$ cat config.mk
export PLATFORM = sky130hd
export DESIGN_NAME = recv_ins
export DESIGN_NICKNAME = d
export VERILOG_FILES = /design/src/rtl/ins_pkg.sv /design/src/rtl/ins_frame_check.sv /design/src/rtl/recv_ins.sv
export SDC_FILE = /design/constraint.sdc
export NUM_CORES = 1
export LEC_CHECK = 0
export CAP_MARGIN = 0
export CORE_MARGIN = 1.5
export CORE_UTILIZATION = 62
export CTS_BUF_LIST = sky130_fd_sc_hd__clkbuf_4 sky130_fd_sc_hd__clkbuf_8
export DETAILED_ROUTE_END_ITERATION = 16
export GPL_ROUTABILITY_DRIVEN = 0
export HOLD_SLACK_MARGIN = 0.02
export PLACE_DENSITY = 0.87
export SYNTH_ARGS = -nofsm -noshare
export SYNTH_HDL_FRONTEND = slang
export SYNTH_SLANG_ARGS = --single-unit
$ cat constraint.sdc
create_clock -name clkins -period 3.2 [get_ports clkins]
set_input_delay 0.32 -clock clkins [delete_from_list [all_inputs] [get_ports clkins]]
set_output_delay 0.32 -clock clkins [all_outputs]
set_load 0.005 [all_outputs]
$ cat src/rtl/ins_pkg.sv
// Shared constants for the 12-bit instruction frame used by the send and receive blocks.
package ins_pkg;

  localparam int FRAME_W   = 12;
  localparam int INS_W     = 4;
  localparam int BIT_W     = $clog2(FRAME_W);
  localparam int START_BIT = 0;
  localparam int INS_LSB   = 2;
  localparam int INS_MSB   = 5;

  // Bits covered by FIX_MASK must equal FIX_VAL; the instruction field is excluded
  localparam logic [FRAME_W-1:0] FIX_MASK = 12'hFC3;
  localparam logic [FRAME_W-1:0] FIX_VAL  = 12'hC03;

  localparam logic [1:0] ERR_NONE = 2'b00;
  localparam logic [1:0] ERR_FMT  = 2'b01;
  localparam logic [1:0] ERR_TMO  = 2'b10;

  typedef enum logic {
    ST_IDLE,
    ST_SHIFT
  } state_e;

endpackage

$ cat src/rtl/ins_frame_check.sv
// Combinational frame checker: validates the fixed fields and extracts the instruction.
module ins_frame_check
  import ins_pkg::*;
(
  input  logic [FRAME_W-1:0] frame_i,
  output logic               ok_o,
  output logic [INS_W-1:0]   ins_o
);

  assign ok_o  = ((frame_i & FIX_MASK) == FIX_VAL);
  assign ins_o = frame_i[INS_MSB:INS_LSB];

endmodule

$ cat src/rtl/recv_ins.sv
// Serial instruction-frame receiver: assembles a 12-bit frame LSB first, checks it,
// and reports the instruction or an error with single-cycle pulses.
module recv_ins
  import ins_pkg::*;
#(
  parameter logic [3:0]  MY_ADDR = 4'b0010,
  parameter int unsigned TIMEOUT = 64
) (
  input  logic             clkins,
  input  logic             rstins,
  input  logic             bittick,
  input  logic             sdains,
  input  logic [3:0]       addins,
  output logic [INS_W-1:0] insout,
  output logic             insvalid,
  output logic             inserr,
  output logic [1:0]       errcode,
  output logic             busy
);

  localparam int GAP_W = $clog2(TIMEOUT);
  localparam logic [BIT_W-1:0] LAST_BIT = BIT_W'(FRAME_W - 1);
  localparam logic [GAP_W-1:0] GAP_LAST = GAP_W'(TIMEOUT - 1);

  state_e             state_q, state_d;
  logic [FRAME_W-2:0] shreg_q, shreg_d;
  logic [BIT_W-1:0]   bitcnt_q, bitcnt_d;
  logic [GAP_W-1:0]   gapcnt_q, gapcnt_d;
  logic [INS_W-1:0]   insout_q, insout_d;
  logic               insvalid_q, insvalid_d;
  logic               inserr_q, inserr_d;
  logic [1:0]         errcode_q, errcode_d;

  logic [FRAME_W-1:0] frame_full;
  logic               frame_ok;
  logic [INS_W-1:0]   frame_ins;

  // The last bit is never stored; it is checked straight off the line
  assign frame_full = {sdains, shreg_q};

  ins_frame_check u_check (
    .frame_i (frame_full),
    .ok_o    (frame_ok),
    .ins_o   (frame_ins)
  );

  always_ff @(posedge clkins) begin
    if (rstins) begin
      state_q    <= ST_IDLE;
      shreg_q    <= '0;
      bitcnt_q   <= '0;
      gapcnt_q   <= '0;
      insout_q   <= '0;
      insvalid_q <= 1'b0;
      inserr_q   <= 1'b0;
      errcode_q  <= ERR_NONE;
    end else begin
      state_q    <= state_d;
      shreg_q    <= shreg_d;
      bitcnt_q   <= bitcnt_d;
      gapcnt_q   <= gapcnt_d;
      insout_q   <= insout_d;
      insvalid_q <= insvalid_d;
      inserr_q   <= inserr_d;
      errcode_q  <= errcode_d;
    end
  end

  always_comb begin
    state_d    = state_q;
    shreg_d    = shreg_q;
    bitcnt_d   = bitcnt_q;
    gapcnt_d   = gapcnt_q;
    insout_d   = insout_q;
    insvalid_d = 1'b0;
    inserr_d   = 1'b0;
    errcode_d  = ERR_NONE;

    unique case (state_q)
      ST_IDLE: begin
        if (bittick && sdains && (addins == MY_ADDR)) begin
          state_d            = ST_SHIFT;
          shreg_d            = '0;
          shreg_d[START_BIT] = 1'b1;
          bitcnt_d           = BIT_W'(1);
          gapcnt_d           = '0;
        end
      end

      ST_SHIFT: begin
        // A bit strobe always beats the timeout terminal count
        if (bittick) begin
          gapcnt_d = '0;
          if (bitcnt_q == LAST_BIT) begin
            state_d  = ST_IDLE;
            bitcnt_d = '0;
            if (frame_ok) begin
              insout_d   = frame_ins;
              insvalid_d = 1'b1;
            end else begin
              inserr_d  = 1'b1;
              errcode_d = ERR_FMT;
            end
          end else begin
            shreg_d[bitcnt_q] = sdains;
            bitcnt_d          = bitcnt_q + BIT_W'(1);
          end
        end else if (gapcnt_q == GAP_LAST) begin
          state_d   = ST_IDLE;
          bitcnt_d  = '0;
          gapcnt_d  = '0;
          inserr_d  = 1'b1;
          errcode_d = ERR_TMO;
        end else begin
          gapcnt_d = gapcnt_q + GAP_W'(1);
        end
      end

      default: state_d = ST_IDLE;
    endcase
  end

  assign insout   = insout_q;
  assign insvalid = insvalid_q;
  assign inserr   = inserr_q;
  assign errcode  = errcode_q;
  assign busy     = (state_q == ST_SHIFT);

endmodule
### Yosys cells after proc, flatten, opt, wreduce, memory -nomap -nowiden

Index checks and enable logic that the tools add are counted.

* logic and storage cells: 61
* bits in read-only memories: 0
* RAM bits: 0
* flip-flop bits (word level): 30
* memories kept: 0
* input bits: 8
* bits in latches: 0
* output and inout port bits: 9

* multiplexer cells: 30
* order comparisons: 2
* eq/ne operators: 8
* reductions and logical operators: 8
* $add $sub $neg: 2
* shift operators: 0
* multiply operators: 0
* divide/modulo/power cells: 0
* bitwise logic cells: 3

Operators with widths (count)
* 11-bit two-way mux: 3
* 11-bit one-hot mux with 2 select lines: 1
* 6-bit two-way mux: 3
* 4-bit two-way mux: 4
* 1-bit two-way mux: 12
* 6-bit one-hot mux with 2 select lines: 1
* 11-bit bitwise mux: 1
* 8-bit == test (second input constant): 1
* 4-bit one-hot mux with 2 select lines: 1
* 6-bit by 1-bit adder with 6-bit output (second input constant): 1
* 6-bit == test (second input constant): 1
* 2-bit inequality test (second input constant): 3
* 4-bit by 5-bit less-than comparator with 1-bit output (second input constant): 1
* 4-bit by 1-bit adder with 4-bit output (second input constant): 1
* 1-bit demux with 4-bit select: 1
* 4-bit by 2-bit == test with 1-bit output (second input constant): 1
* 4-bit == test (second input constant): 1
* 4-bit by 1-bit >= comparator with 1-bit output (second input constant): 1
* 2-bit two-way mux: 2
* 4-bit AND reduction: 1
* 4-bit OR reduction: 1
* 1-bit logical AND: 3
* 3-bit by 2-bit inequality test with 1-bit output (second input constant): 1
* 1-bit NOT: 3
* other kinds (4): 4

### Depth between registers and ports, before layout

Gate-level depths: netlist (run 1).

* depth after elaboration: 8
* mapped depth: 6
* gate-level depth less buffers: 5

### Cells and area by module

Synthesis (run 1) repeated with hierarchy kept, for this count alone.

* cells, all modules: 178
* area total of the unflattened synthesis: 1522.7 µm²

By module, submodules not included
* recv_ins: seq. area each 600.6 µm², instances 1, cells each 171, area each 1465.2 µm²
* ins_frame_check: seq. area each 0.0 µm², instances 1, cells each 7, area each 57.6 µm²

### Worst setup path before layout (run 1)

No wires, ideal clock.

* kind: reg2reg
* start point: reg state_q (netlist: busy)
* end point: reg insout_q[0] (netlist: insout[0])
* arrival time: 1.499 ns
* clock period less this slack: 1.627 ns
* setup slack: 1.573 ns
* setup time: 0.128 ns
* required time: 3.072 ns
* buffers on the path: 1
* cell stages (with the launch flop): 6
* cells stage by stage: dfxtp_1 clkbuf_1 nand2_1 nor4_4 mux2i_1 nor2_1

* longest elaborated chain between the ends: 1

Ends and longest elaborated chain
* start: declaration: line recv_ins.sv:25 `state_e state_q, state_d;`
* start signal: assignment: line recv_ins.sv:58 `state_q <= state_d;`
* 4-bit AND reduction (no line)
* end signal: assignment: line recv_ins.sv:62 `insout_q <= insout_d;`
* end: declaration: line recv_ins.sv:29 `logic [INS_W-1:0] insout_q, insout_d;`

No other way between the ends.
A chain may end at the register's enable or synchronous reset.

### Final worst setup path (run 1)

* start point: in sdains
* end point: reg insout_q[1] (netlist: insout[1])

* longest elaborated chain between the ends: 2

Ends and longest elaborated chain
* start: declaration: line recv_ins.sv:12 `input logic sdains,`
* 8-bit == test: line ins_frame_check.sv:10 `assign ok_o = ((frame_i & FIX_MASK) == FIX_VAL);`
* 4-bit AND reduction (no line)

No other way between the ends.

==> results.json, run 1 <==
{
  "postCtsResizedCells": 0,
  "cts.sinks": 30,
  "finalNetCount": 197,
  "yosysWarnings": 0,
  "worstHoldStart": "shreg_q[10]",
  "setup_viol": 0,
  "async_flop_share_pct": 0,
  "initial_core_util_pct": 66.6,
  "fp.dieH_um": 52.0,
  "fmax_mhz": 507,
  "antenna_found_initial": 0,
  "cp-end-kind": "register",
  "r2r_slack_ps": 1310,
  "power_density_mw_per_mm2": 380,
  "nFillCells": 162,
  "cp_data_arrival_time_ps": 2210,
  "vdd_ir_drop_max_mv": 0.359,
  "max_slew_margin_pct": 66.3,
  "routed_wl_um": 3490,
  "ys_types": 52,
  "drtIter0Drc": 44,
  "syn_to_final_growth_pct": 16.1,
  "cts_tree": "yes",
  "placed_area_mm2": 0.00166,
  "grt_max_degree": 20,
  "skew_ps": 14.6,
  "finalCriticalPeriod_ps": 1970,
  "fin_setup_tns_ps": 0,
  "drc": 0,
  "post-route-util_pct": 77.4,
  "drv_slew": 0,
  "start_kind": "input pin",
  "first_pass_iters": 4,
  "leakagePower_nw": 0.585,
  "layout-drive-gt1-share_pct": 11.9,
  "synth_area_leaders": "dfxtp_1 40%, a21oi_1 4.4%, o21ai_0 4.4%, nor2_1 4.3%, ha_1 4.2%",
  "viasPerCell": 6.36,
  "synth_top_area_share_pct": 40.4,
  "required_ps": 3440,
  "ctsHoldBuffers": 0,
  "track_usage_pct": 29.7,
  "outcome": "complete, no violations",
  "drtAntennaViolNets": 0,
  "critPathLaunch": "sdains",
  "io_pins": 17,
  "post-dp-hpwl_um": 2460,
  "ys_ff_latch": 30,
  "syn_nets": 180,
  "cts_buffer_depth": 2,
  "die_w_um": 52.0,
  "placement.io_buffers": 16,
  "finalHoldViolations": 0,
  "grt_setup_unrepaired": "no",
  "wl_per_cell_um": 16.4,
  "h-tree-depth": 2,
  "worst_pin_slew_ps": 505,
  "fp.dieArea_mm2": 0.00270,
  "diodes": 0,
  "finalInstanceArea_mm2": 0.00173,
  "cts_root_buffer": "clkbuf_4",
  "rows": 17,
  "grt_pass1_vias": 1320,
  "insertion_delay_ps": 350,
  "gr-total-overflow": 0,
  "worst-setup-path-type": "input pin to register",
  "cts_buffers": 5,
  "yosysSeqAreaShare_pct": 40.4,
  "synth.cell_area_mm2": 0.00149,
  "hp-class": "register to register",
  "synthFlopType": "dfxtp_1",
  "crit_fanout": 6,
  "grt_pass1_wl_um": 5730,
  "syn_inst": 167,
  "core_area_mm2": 0.00223,
  "syn_avg_cell_area_um2": 8.91,
  "timing.rr.start": "bitcnt_q[0]",
  "post-synth-top-count-cell": "dfxtp_1",
  "max_cap_violations": 0,
  "synth_edf_count": 0,
  "postCtsSetupRepairBufs": 0,
  "synth_common_cells": "30 x dfxtp_1, 17 x nor2_1, 13 x a21oi_1, 13 x o21ai_0, 10 x nand2_1",
  "num_vias": 1354,
  "clkTransAtPathRegs_ps": 100,
  "synth_top_area_cell": "dfxtp_1",
  "finalCritPeriodShare_pct": 61.6
}
metal layers:
metal	track usage (%)	vias to the layer above	share of wire [%]
met5	0	-	0
met4	14.0	0	1.6
met3	10.3	7	8.8
met2	48.5	69	48
met1	34.4	626	41
li1	-	652	-
path summary, 6_finish.rpt:
kind                 endpoint  cells past startpoint
setup reg to reg    insout[1]                      5
hold reg to reg   shreg_q[10]                      2
hold / removal    shreg_q[10]                      2
setup / recovery    insout[1]                      5
per-stage QoR:
step	setup WS [ps]	hold slack [ps]	instances	total power, W
finish	1230	484	213	0.000657
global placement	941	463	205	0.000420
floorplan	1570	443	167	0.000404
CTS	1250	486	213	0.000662
detailed placement	883	470	205	0.000421
global route	1180	530	213	0.000687
logic make-up after synthesis:
group           share of synthesized area, %
simple gates                            25.6
buf+inv                                 3.79
compound gates                          22.1
fa+ha+maj                               4.21
xor+xnor                               0.589
mux                                     3.36
flops                                   40.4
placed cells by master, fill, tap and decap left out, types with 2 or more instances in the layout:
master	netlist	layout
dfxtp_1	30	30
nor2_1	17	17
clkdlybuf4s50_1	0	16
o21ai_0	13	13
a21oi_1	13	13
nand2_1	10	10
inv_1	7	7
a211oi_1	5	5
mux2i_1	5	5
ha_1	5	5
clkbuf_4	0	5
nand3_1	4	4
nor3_1	4	4
and2_1	3	3
nor3b_1	2	2
a31oi_1	2	2
nand4b_1	2	2
nor4_1	2	2
a221o_1	2	2
worst max-delay path, stage by stage:
cell	delay (ps)
clkdlybuf4s50_1	560
or4b_4	510
nor4_4	490
mux2i_1	270
nor2_1	60
layout make-up:
class,count,area [µm²],share of cell area [%]
Clock inverter,2,12.5,0.724
Sequential cell,30,601,34.8
Tap cell,28,35.0,2.03
Multi-Input combinational cell,122,831,48.1
Timing Repair Buffer,17,168,9.70
Inverter,8,30.0,1.74
Clock buffer,6,51.3,2.97
report_power, final:
part | switching (W) | total, W | leakage [nW] | internal (W)
Combinational | 0.0000204 | 0.0000369 | 0.310 | 0.0000166
Sequential | 0.00000177 | 0.000376 | 0.242 | 0.000374
Clock | 0.000139 | 0.000244 | 0.0343 | 0.000105
Total | 0.000161 | 0.000657 | 0.585 | 0.000496
registers in the layout, indices dropped and copies added, names as in the netlist:
name,cells
shreg_q,11
gapcnt_q,6
bitcnt_q,4
insout,4
errcode,2
busy,1
inserr,1
insvalid,1
Note: power is estimated with default switching activity, not from simulation.
==> run 2, diff against run 1 <==
--- a/config.mk
+++ b/config.mk
@@ -7,12 +7,12 @@
 export LEC_CHECK = 0
 export CAP_MARGIN = 0
 export CORE_MARGIN = 1.5
-export CORE_UTILIZATION = 62
+export CORE_UTILIZATION = 57
 export CTS_BUF_LIST = sky130_fd_sc_hd__clkbuf_4 sky130_fd_sc_hd__clkbuf_8
 export DETAILED_ROUTE_END_ITERATION = 16
 export GPL_ROUTABILITY_DRIVEN = 0
 export HOLD_SLACK_MARGIN = 0.02
-export PLACE_DENSITY = 0.87
+export PLACE_DENSITY = 0.81
 export SYNTH_ARGS = -nofsm -noshare
 export SYNTH_HDL_FRONTEND = slang
 export SYNTH_SLANG_ARGS = --single-unit
==> constraint.sdc (replaced) <==
create_clock -name clkins -period 2.05 [get_ports clkins]
set_input_delay 0.205 -clock clkins [delete_from_list [all_inputs] [get_ports clkins]]
set_output_delay 0.205 -clock clkins [all_outputs]
set_load 0.005 [all_outputs]
==> run 2 against run 1 <==
  * Die area grew 8.2%
  * Sequential power grew 56%
  * First-iteration DRC count shrank 30%
  * Non-clock buffer count grew 7
  * Final area grew 3.2%
  * Utilization shrank 5.4 points
  * Register-to-register slack lost 1100 ps
  * Via count grew 1.1%
  * Count of clock-buffer cells in the layout grew 1
  * Sequential share of layout area shrank 1.1 points
  * Clock power grew 57%
  * Flip-flop and latch count is the same
  * Critical path type is now register to register
  * Largest cell class unchanged
  * Highest routed layer unchanged
==> results.json, run 2 (synthesized netlist as in run 1, its figures left out) <==
{
  "postCtsSetupRepairBufs": 0,
  "max_slew_margin_pct": 64.7,
  "core_area_mm2": 0.00248,
  "p_total_w": 0.00103,
  "fp.dieH_um": 54.1,
  "outcome": "complete, no violations",
  "hold_path_end": "shreg_q[6]",
  "antenna_found_initial": 0,
  "cp_data_arrival_time_ps": 2080,
  "timing.rr.start": "bitcnt_q[0]",
  "track_usage_pct": 27.8,
  "layout-drive-gt1-share_pct": 15.1,
  "start_kind": "register",
  "worstHoldStart": "shreg_q[6]",
  "post-dp-hpwl_um": 2600,
  "ff2ff_path_depth": 5,
  "finalNetCount": 204,
  "power_density_mw_per_mm2": 580,
  "crit_fanout": 8,
  "worst-setup-path-type": "register to register",
  "hp-class": "register to register",
  "cts.sinks": 30,
  "drtIter0Drc": 31,
  "vdd_ir_drop_max_mv": 0.478,
  "min_delay_path_depth": 2,
  "grt_setup_unrepaired": "no",
  "mostFrequentLayoutCell": "dfxtp_1",
  "diodes": 0,
  "ctsHoldBuffers": 0,
  "max_cap_violations": 0,
  "largest_registers": "shreg_q x11, gapcnt_q x6",
  "cts_buffer_depth": 2,
  "largest_register_ff_count": 11,
  "cts_tree": "yes",
  "cp-end-kind": "register",
  "num_vias": 1369,
  "skew_ps": 9.20,
  "drtAntennaViolNets": 0,
  "die_w_um": 54.1,
  "grt_pass1_vias": 1230,
  "cts_root_buffer": "clkbuf_4",
  "gr-total-overflow": 0,
  "cts_buffers": 5,
  "h-tree-depth": 2,
  "syn_to_final_growth_pct": 19.8,
  "finalCritPeriodShare_pct": 90.4,
  "finalCriticalPeriod_ps": 1850,
  "r2r_slack_ps": 200,
  "grt_max_degree": 20,
  "viasPerCell": 6.17,
  "wl_per_cell_um": 15.8,
  "worst_pin_slew_ps": 528,
  "postCtsResizedCells": 0,
  "fin_setup_tns_ps": 0,
  "clkTransAtPathRegs_ps": 90,
  "setup_viol": 0,
  "first_pass_iters": 4,
  "io_pins": 17,
  "drc": 0,
  "required_ps": 2270,
  "nFillCells": 206,
  "layout_common_cells": "30 x dfxtp_1, 17 x nor2_1, 16 x clkdlybuf4s50_1, 13 x o21ai_0, 13 x a21oi_1",
  "grt_pass1_wl_um": 5730,
  "leakagePower_nw": 0.625,
  "worstReg2RegEnd": "insout[3]",
  "drv_slew": 0,
  "initial_core_util_pct": 60.1,
  "fp.dieArea_mm2": 0.00293,
  "placement.io_buffers": 16,
  "fmax_mhz": 539,
  "finalHoldViolations": 0,
  "routed_wl_um": 3500,
  "rows": 18,
  "top_register": "shreg_q",
  "insertion_delay_ps": 340
}
## run 2: cell count changes in the layout (fill, tap and decap cells not counted), sizes merged
cell and delta:
clkbuf +1, clkinvlp -1, buf +7
## run 2: worst max-delay path: stages, from the launching register on
cell	delay [ps]
dfxtp_1	460
ha_1	360
nand3b_1	220
nor4_4	370
mux2i_1	260
nor2_1	60
## run 2: area by class of cell
class | count | area [µm²] | area share [%]
Tap cell | 30 | 37.5 | 2.11
Inverter | 8 | 30.0 | 1.68
Sequential cell | 30 | 601 | 33.7
Multi-Input combinational cell | 122 | 831 | 46.6
Clock buffer | 7 | 58.8 | 3.30
Timing Repair Buffer | 24 | 220 | 12.4
Clock inverter | 1 | 5.00 | 0.281
## run 2: through the flow
stage          worst slack, ps  hold slack [ps]  std cells  util (%)  instance area, µm²
5_1_grt                   33.4              513        222      72.0                1780
3_5_place_dp             -2.37              463        214      69.4                1720
2_1_floorplan              423              434        167         -                1490
6_report                   196              487        222      72.0                1780
3_3_place_gp              48.6              455        214      69.4                1720
4_1_cts                    217              485        222      72.0                1780
## run 2: power breakdown
group / internal [W] / total, W / switching (W) / leakage, nW
Combinational: 0.0000315 / 0.0000649 / 0.0000334 / 0.344
Sequential: 0.000584 / 0.000586 / 0.00000228 / 0.242
Clock: 0.000179 / 0.000383 / 0.000204 / 0.0387
## run 2: worst max-delay path by stage
stage,startpoint,to,slack (ps)
2_1_floorplan,busy,insout[0],420
3_3_place_gp,sdains,insout[1],50
3_5_place_dp,sdains,insout[3],-2
4_1_cts,bitcnt_q[0],insout[3],220
5_1_grt,bitcnt_q[0],insout[3],30
6_report,bitcnt_q[0],insout[3],200
## run 2: per-layer routing
| layer | vias to the layer above | wire length, µm | GRT usage [%] |
|---|---|---|---|
| met5 | - | 0 | 0 |
| met4 | 0 | 53 | 12.5 |
| met3 | 5 | 204 | 6.67 |
| met2 | 34 | 1690 | 46.5 |
| met1 | 664 | 1560 | 33.7 |
| li1 | 666 | - | - |
==> run 3, diff against run 2 <==
--- a/config.mk
+++ b/config.mk
@@ -7,12 +7,13 @@
 export LEC_CHECK = 0
 export CAP_MARGIN = 0
 export CORE_MARGIN = 1.5
-export CORE_UTILIZATION = 57
+export CORE_UTILIZATION = 62
 export CTS_BUF_LIST = sky130_fd_sc_hd__clkbuf_4 sky130_fd_sc_hd__clkbuf_8
 export DETAILED_ROUTE_END_ITERATION = 16
 export GPL_ROUTABILITY_DRIVEN = 0
 export HOLD_SLACK_MARGIN = 0.02
-export PLACE_DENSITY = 0.81
+export PLACE_DENSITY = 0.87
+export RECOVER_POWER = 100
 export SYNTH_ARGS = -nofsm -noshare
 export SYNTH_HDL_FRONTEND = slang
 export SYNTH_SLANG_ARGS = --single-unit
==> constraint.sdc (replaced) <==
create_clock -name clkins -period 2.27 [get_ports clkins]
set_input_delay 0.227 -clock clkins [delete_from_list [all_inputs] [get_ports clkins]]
set_output_delay 0.227 -clock clkins [all_outputs]
set_load 0.005 [all_outputs]
==> run 3 against run 2 <==
  * Critical path depth is the same
  * Sequential share of layout area grew 1.0 points
  * Combinational power shrank 20%
  * Final cell count shrank 3.2%
  * Non-clock buffer count shrank 5
  * Final area shrank 3.0%
  * Utilization grew 5.5 points
==> results.json, run 3 (synthesized netlist as in run 1, its figures left out) <==
{
  "outcome": "complete, no violations",
  "required_ps": 2490,
  "worst_pin_slew_ps": 484,
  "ctsHoldBuffers": 0,
  "drc": 0,
  "max_slew_margin_pct": 67.6,
  "cp_slowest_cell": "dlygate4sd3_1",
  "postCtsResizedCells": 0,
  "top_register": "shreg_q",
  "cts.sinks": 30,
  "max_cap_violations": 0,
  "wl_per_cell_um": 15.3,
  "crit_path_max_incr_delay_ps": 630,
  "rows": 17,
  "initial_core_util_pct": 66.6,
  "fmax_mhz": 515,
  "layout_common_cells": "30 x dfxtp_1, 17 x nor2_1, 13 x o21ai_0, 13 x a21oi_1",
  "p_total_w": 0.000924,
  "die_w_um": 52.0,
  "cts_buffers": 5,
  "drtAntennaViolNets": 0,
  "setup_viol": 0,
  "grt_pass1_vias": 1342,
  "cts_buffer_depth": 2,
  "clkTransAtPathRegs_ps": 100,
  "first_pass_iters": 4,
  "critPathTopFamily": "simple AND/OR/NAND/NOR gates",
  "drtIter0Drc": 73,
  "finalHoldViolations": 0,
  "min_delay_path_depth": 2,
  "antenna_found_initial": 0,
  "finalCritPeriodShare_pct": 85.5,
  "r2r_slack_ps": 340,
  "nFillCells": 171,
  "h-tree-depth": 2,
  "largest_register_ff_count": 11,
  "insertion_delay_ps": 340,
  "fp.dieH_um": 52.0,
  "gr-total-overflow": 0,
  "grt_setup_unrepaired": "no",
  "track_usage_pct": 28.8,
  "worstHoldStart": "shreg_q[8]",
  "finalNetCount": 199,
  "fin_setup_tns_ps": 0,
  "core_area_mm2": 0.00223,
  "num_vias": 1362,
  "worstReg2RegEnd": "gapcnt_q[1]",
  "grt_pass1_wl_um": 5640,
  "hold_ws_ps": 492,
  "io_pins": 17,
  "viasPerCell": 6.33,
  "timing.rr.start": "gapcnt_q[0]",
  "start_kind": "input pin",
  "crit_fanout": 6,
  "diodes": 0,
  "finalCriticalPeriod_ps": 1940,
  "mostFrequentLayoutCell": "dfxtp_1",
  "largest_registers": "shreg_q x11, gapcnt_q x6",
  "cts_root_buffer": "clkbuf_4",
  "post-dp-hpwl_um": 2380,
  "hold_path_end": "shreg_q[8]",
  "cp_data_arrival_time_ps": 2160,
  "worst-setup-path-type": "input pin to register",
  "grt_max_degree": 20,
  "layout-drive-gt1-share_pct": 11.2,
  "drv_slew": 0,
  "seq_area_um2": 601,
  "fp.dieArea_mm2": 0.00270,
  "syn_to_final_growth_pct": 16.2,
  "placement.io_buffers": 16,
  "cp-end-kind": "register",
  "leakagePower_nw": 0.626,
  "routed_wl_um": 3280,
  "ff2ff_path_depth": 6,
  "vdd_ir_drop_max_mv": 0.402,
  "cp.buffers_inverters": 1,
  "skew_ps": 14.3,
  "power_density_mw_per_mm2": 534,
  "postCtsSetupRepairBufs": 0,
  "cts_tree": "yes",
  "crit_chain": "dlygate4sd3_1, or4b_1, nor4_4, mux2i_1, nor2_1",
  "multi_input_area_um2": 821,
  "hp-class": "register to register"
}
## run 3: changes by cell type in the layout (fill, tap and decap cells not counted)
| cell | previous run | this run |
|---|---|---|
| and2_0 | 0 | 1 |
| a31oi_1 | 2 | 3 |
| clkbuf_1 | 0 | 1 |
| dlygate4sd3_1 | 0 | 10 |
| or4b_4 | 1 | 0 |
| clkdlybuf4s50_1 | 16 | 6 |
| a31oi_2 | 1 | 0 |
| or4b_1 | 0 | 1 |
| and2_1 | 3 | 2 |
| buf_4 | 8 | 2 |
## run 3: how the worst max path moves through the flow
stage	endpoint	from	depth (start not counted)	slack (ps)
6_report	insout[1]	sdains	5	330
5_1_grt	gapcnt_q[1]	gapcnt_q[0]	6	210
4_1_cts	insout[1]	sdains	5	440
3_5_place_dp	insout[1]	sdains	5	90
3_3_place_gp	insout[0]	sdains	5	170
2_1_floorplan	insout[0]	busy	5	640
## run 3: through the flow
stage / instance area, µm² / utilization (%) / setup WS [ps] / instances
6_report: 1730 / 77.4 / 329 / 215
5_1_grt: 1730 / 77.4 / 209 / 215
2_1_floorplan: 1490 / - / 643 / 167
4_1_cts: 1740 / 78.0 / 438 / 215
3_5_place_dp: 1680 / 75.2 / 87.3 / 207
3_3_place_gp: 1680 / 75.2 / 171 / 207
## run 3: final cells by class
type / instances / area share, %
multi-input combinational: 122 / 47.5
sequential: 30 / 34.7
timing repair buffer: 19 / 10.3
clock buffer: 7 / 3.40
tap: 28 / 2.03
inverter: 8 / 1.74
clock inverter: 1 / 0.289
## run 3: metal layers
| metal | GRT usage [%] | share of wire (%) | up-vias |
|---|---|---|---|
| met4 | 14.9 | 1.9 | 0 |
| met1 | 35.6 | 43 | 636 |
| met5 | 0 | 0 | - |
| li1 | - | - | 654 |
| met3 | 8.62 | 9.3 | 9 |
| met2 | 45.1 | 46 | 63 |
## run 3: tightest hold or removal path, stage by stage (launching register included)
cell and delay (ps):
dfxtp_1 330, o21ai_0 70, a21oi_1 60
## run 3: power by group
group	leakage (nW)	internal, W	switching, W
combinational	0.346	0.0000232	0.0000288
sequential	0.242	0.000527	0.00000230
clock	0.0387	0.000162	0.000181
total	0.626	0.000712	0.000212
==> RTL edit: new RTL, config.mk and constraints of run 2 <==
The output `inserr` loses its register stage (`inserr_q` becomes a continuous assignment).
--- a/src/rtl/recv_ins.sv
+++ b/src/rtl/recv_ins.sv
@@ -53,5 +53,4 @@
       insout_q   <= '0;
       insvalid_q <= 1'b0;
-      inserr_q   <= 1'b0;
       errcode_q  <= ERR_NONE;
     end else begin
@@ -62,8 +61,9 @@
       insout_q   <= insout_d;
       insvalid_q <= insvalid_d;
-      inserr_q   <= inserr_d;
       errcode_q  <= errcode_d;
     end
   end
+
+  assign inserr_q = inserr_d;
 
   always_comb begin
Check against the original RTL: no difference found for any inputs over 10 cycles, from zero or initial values and one cycle with rstins high; that may be too few to reach the edited logic, so the function may still have changed.
==> RTL edit against run 2 <==
Clock power up 32%; worst setup slack got worse by 65 ps; design area down 3.1%; total power up 9.3%; via count is 3.7% lower; routed wire length shrank 3.1%; sequential cell count is 1 lower; first-iteration DRC count grew 52%; area after synthesis is 6.6% lower; critical path type is now flip-flop to primary output; largest power group unchanged.
==> RTL edit: results (changes against run 2) <==
status complete, no violations (unchanged); GR Util met2 46.25% (was 46.54%); critical path arrival 1710 ps (was 2080 ps); post-CTS setup buffer count 0 (unchanged); worst slew pin tran 588.5 ps (was 527.7 ps); first-pass GRT wire length 5513 um (was 5727 um); TritonRoute pass-1 iters 4 (unchanged); DR iter-0 viols 47 (was 31); share of cells above drive strength 1 14.36% (was 15.10%); Synth Area in XOR/XNOR 1.261% (was 0.5887%); top flop regs shreg_q x11, gapcnt_q x6 (unchanged); Adder-Cell Fraction of Synth Area 4.505% (was 4.205%); slowest stage delay, CP 550 ps (was 460 ps); Hold Crit Class flip-flop to flip-flop (unchanged); initial antenna violation count 0 (unchanged); Net Count, Synth 173 (was 180); vias in the first global route 1188 (was 1230); ys flop type dfxtp_1 (unchanged); Distinct cells, synth 41 (was 52); clk_skew 9.719 ps (was 9.204 ps); largest net degree at the start of global routing 23 (was 20); clk_lat worst skew 340 ps (about the same); Leak 0.6357 nW (was 0.6248 nW); synth warn 0 (unchanged); DPL Wire Length 2523 um (was 2597 um); grt met3 use 6.000% (was 6.667%); worst-case clock buffer depth 2 (unchanged); kind of cell adding the most delay to the critical path simple AND/OR/NAND/NOR gates (unchanged); Worst VDD drop 768.9 uV (was 478.5 uV); synth top area cells dfxtp_1 (42%), mux2i_1 (5.0%), nand2_1 (4.9%), nand3_1 (4.7%), ha_1 (4.5%) (was dfxtp_1 (40%), a21oi_1 (4.4%), o21ai_0 (4.4%), nor2_1 (4.3%), ha_1 (4.2%)); ant diodes 0 (unchanged); Synth Area in Compound Gates 14.05% (was 22.12%); global-route usage over all layers 28.26% (was 27.83%); Place WS -105.2 ps (was -2.369 ps); CP max stage cell or4b_4 (was dfxtp_1); routed wire length 3395 um (was 3503 um); sequential fraction of the synthesis area 41.80% (was 40.37%); total gr overflow 0 (unchanged); Num CTS Buffers 5 (unchanged); vias 1318 (was 1369); Clock Tree Root clkbuf_4 (unchanged); htree depth 2 (unchanged); crit path max fanout 2 (was 8); met1 Use GR 34.75% (was 33.73%); top cells by count, synth dfxtp_1 (29), nand2_1 (18), nand3_1 (13), nor2_1 (13), a21oi_1 (11) (was dfxtp_1 (30), nor2_1 (17), a21oi_1 (13), o21ai_0 (13), nand2_1 (10)); Total Nets Final 200 (was 204); mux contribution to synthesized area 5.045% (was 3.364%); Port Buffers 16 (unchanged); Synth async-reset ratio 0% (unchanged); Reg clk slew, reported paths 90 ps (about the same)
-- RTL edit: cell count changes after synthesis, moves of 3 or more --
cell / delta
nand3_1: +9
nand4_1: +3
nand3b_1: +4
nor2_1: -4
a211oi_1: -4
o21ai_0: -6
nand2_1: +8
-- RTL edit: per-stage QoR --
stage	cell area, um2	std cells	utilization, %	TNS, ps
after CTS	1728	216	76.64	0
final	1728	216	76.64	0
after global routing	1728	216	76.64	0
after global placement	1633	208	72.42	-82.32
after floorplan	1389	160	-	0
after detailed placement	1633	208	72.42	-495.3
-- RTL edit: timing repair --
item	CTS	global route
hold buffers	0	0
resized for setup	5	0
endpoints found under the setup margin	1	0
-- RTL edit: cell families after synthesis --
logic type / after synthesis
mux: 7
simple gates: 74
compound gates: 31
fa+ha+maj: 5
xor+xnor: 2
buf+inv: 12
flops: 29
-- RTL edit: where the power goes --
part | total, mW | internal (mW) | switching [mW]
Combinational | 0.0563 | 0.0268 | 0.0295
Clock | 0.507 | 0.304 | 0.203
Sequential | 0.567 | 0.565 | 0.00234
-- RTL edit: per-layer routing --
layer / vias up / routed length, um
met5: - / 0
met2: 62 / 1580
met3: 9 / 231
met4: 0 / 71
met1: 613 / 1512
li1: 634 / -
-- RTL edit: final cells by class --
type,count,area [um2]
flip-flops and latches,29,581.8
clock inverters,1,30.03
repair buffers,27,241.5
clock buffers,7,58.81
multi-input cells,119,762.0
fillers,160,526.8
well taps,28,35.03
inverters,5,18.77
-- RTL edit: worst register-to-register path: cells and delay by family (launching register included) --
family                 cells  cell delay [ps]
muxes                      1              250
and+or+nand+nor            3             1010
DFF                        1              330
buffers and inverters      1              160
-- RTL edit: final timing paths --
path | cells past startpoint | startpoint | slack (ps) | end
max | 4 | shreg_q[6] | 130 | inserr
min | 2 | shreg_q[3] | 480 | shreg_q[3]
max reg2reg | 5 | shreg_q[6] | 180 | insout[3]
min reg2reg | 2 | shreg_q[3] | 480 | shreg_q[3]
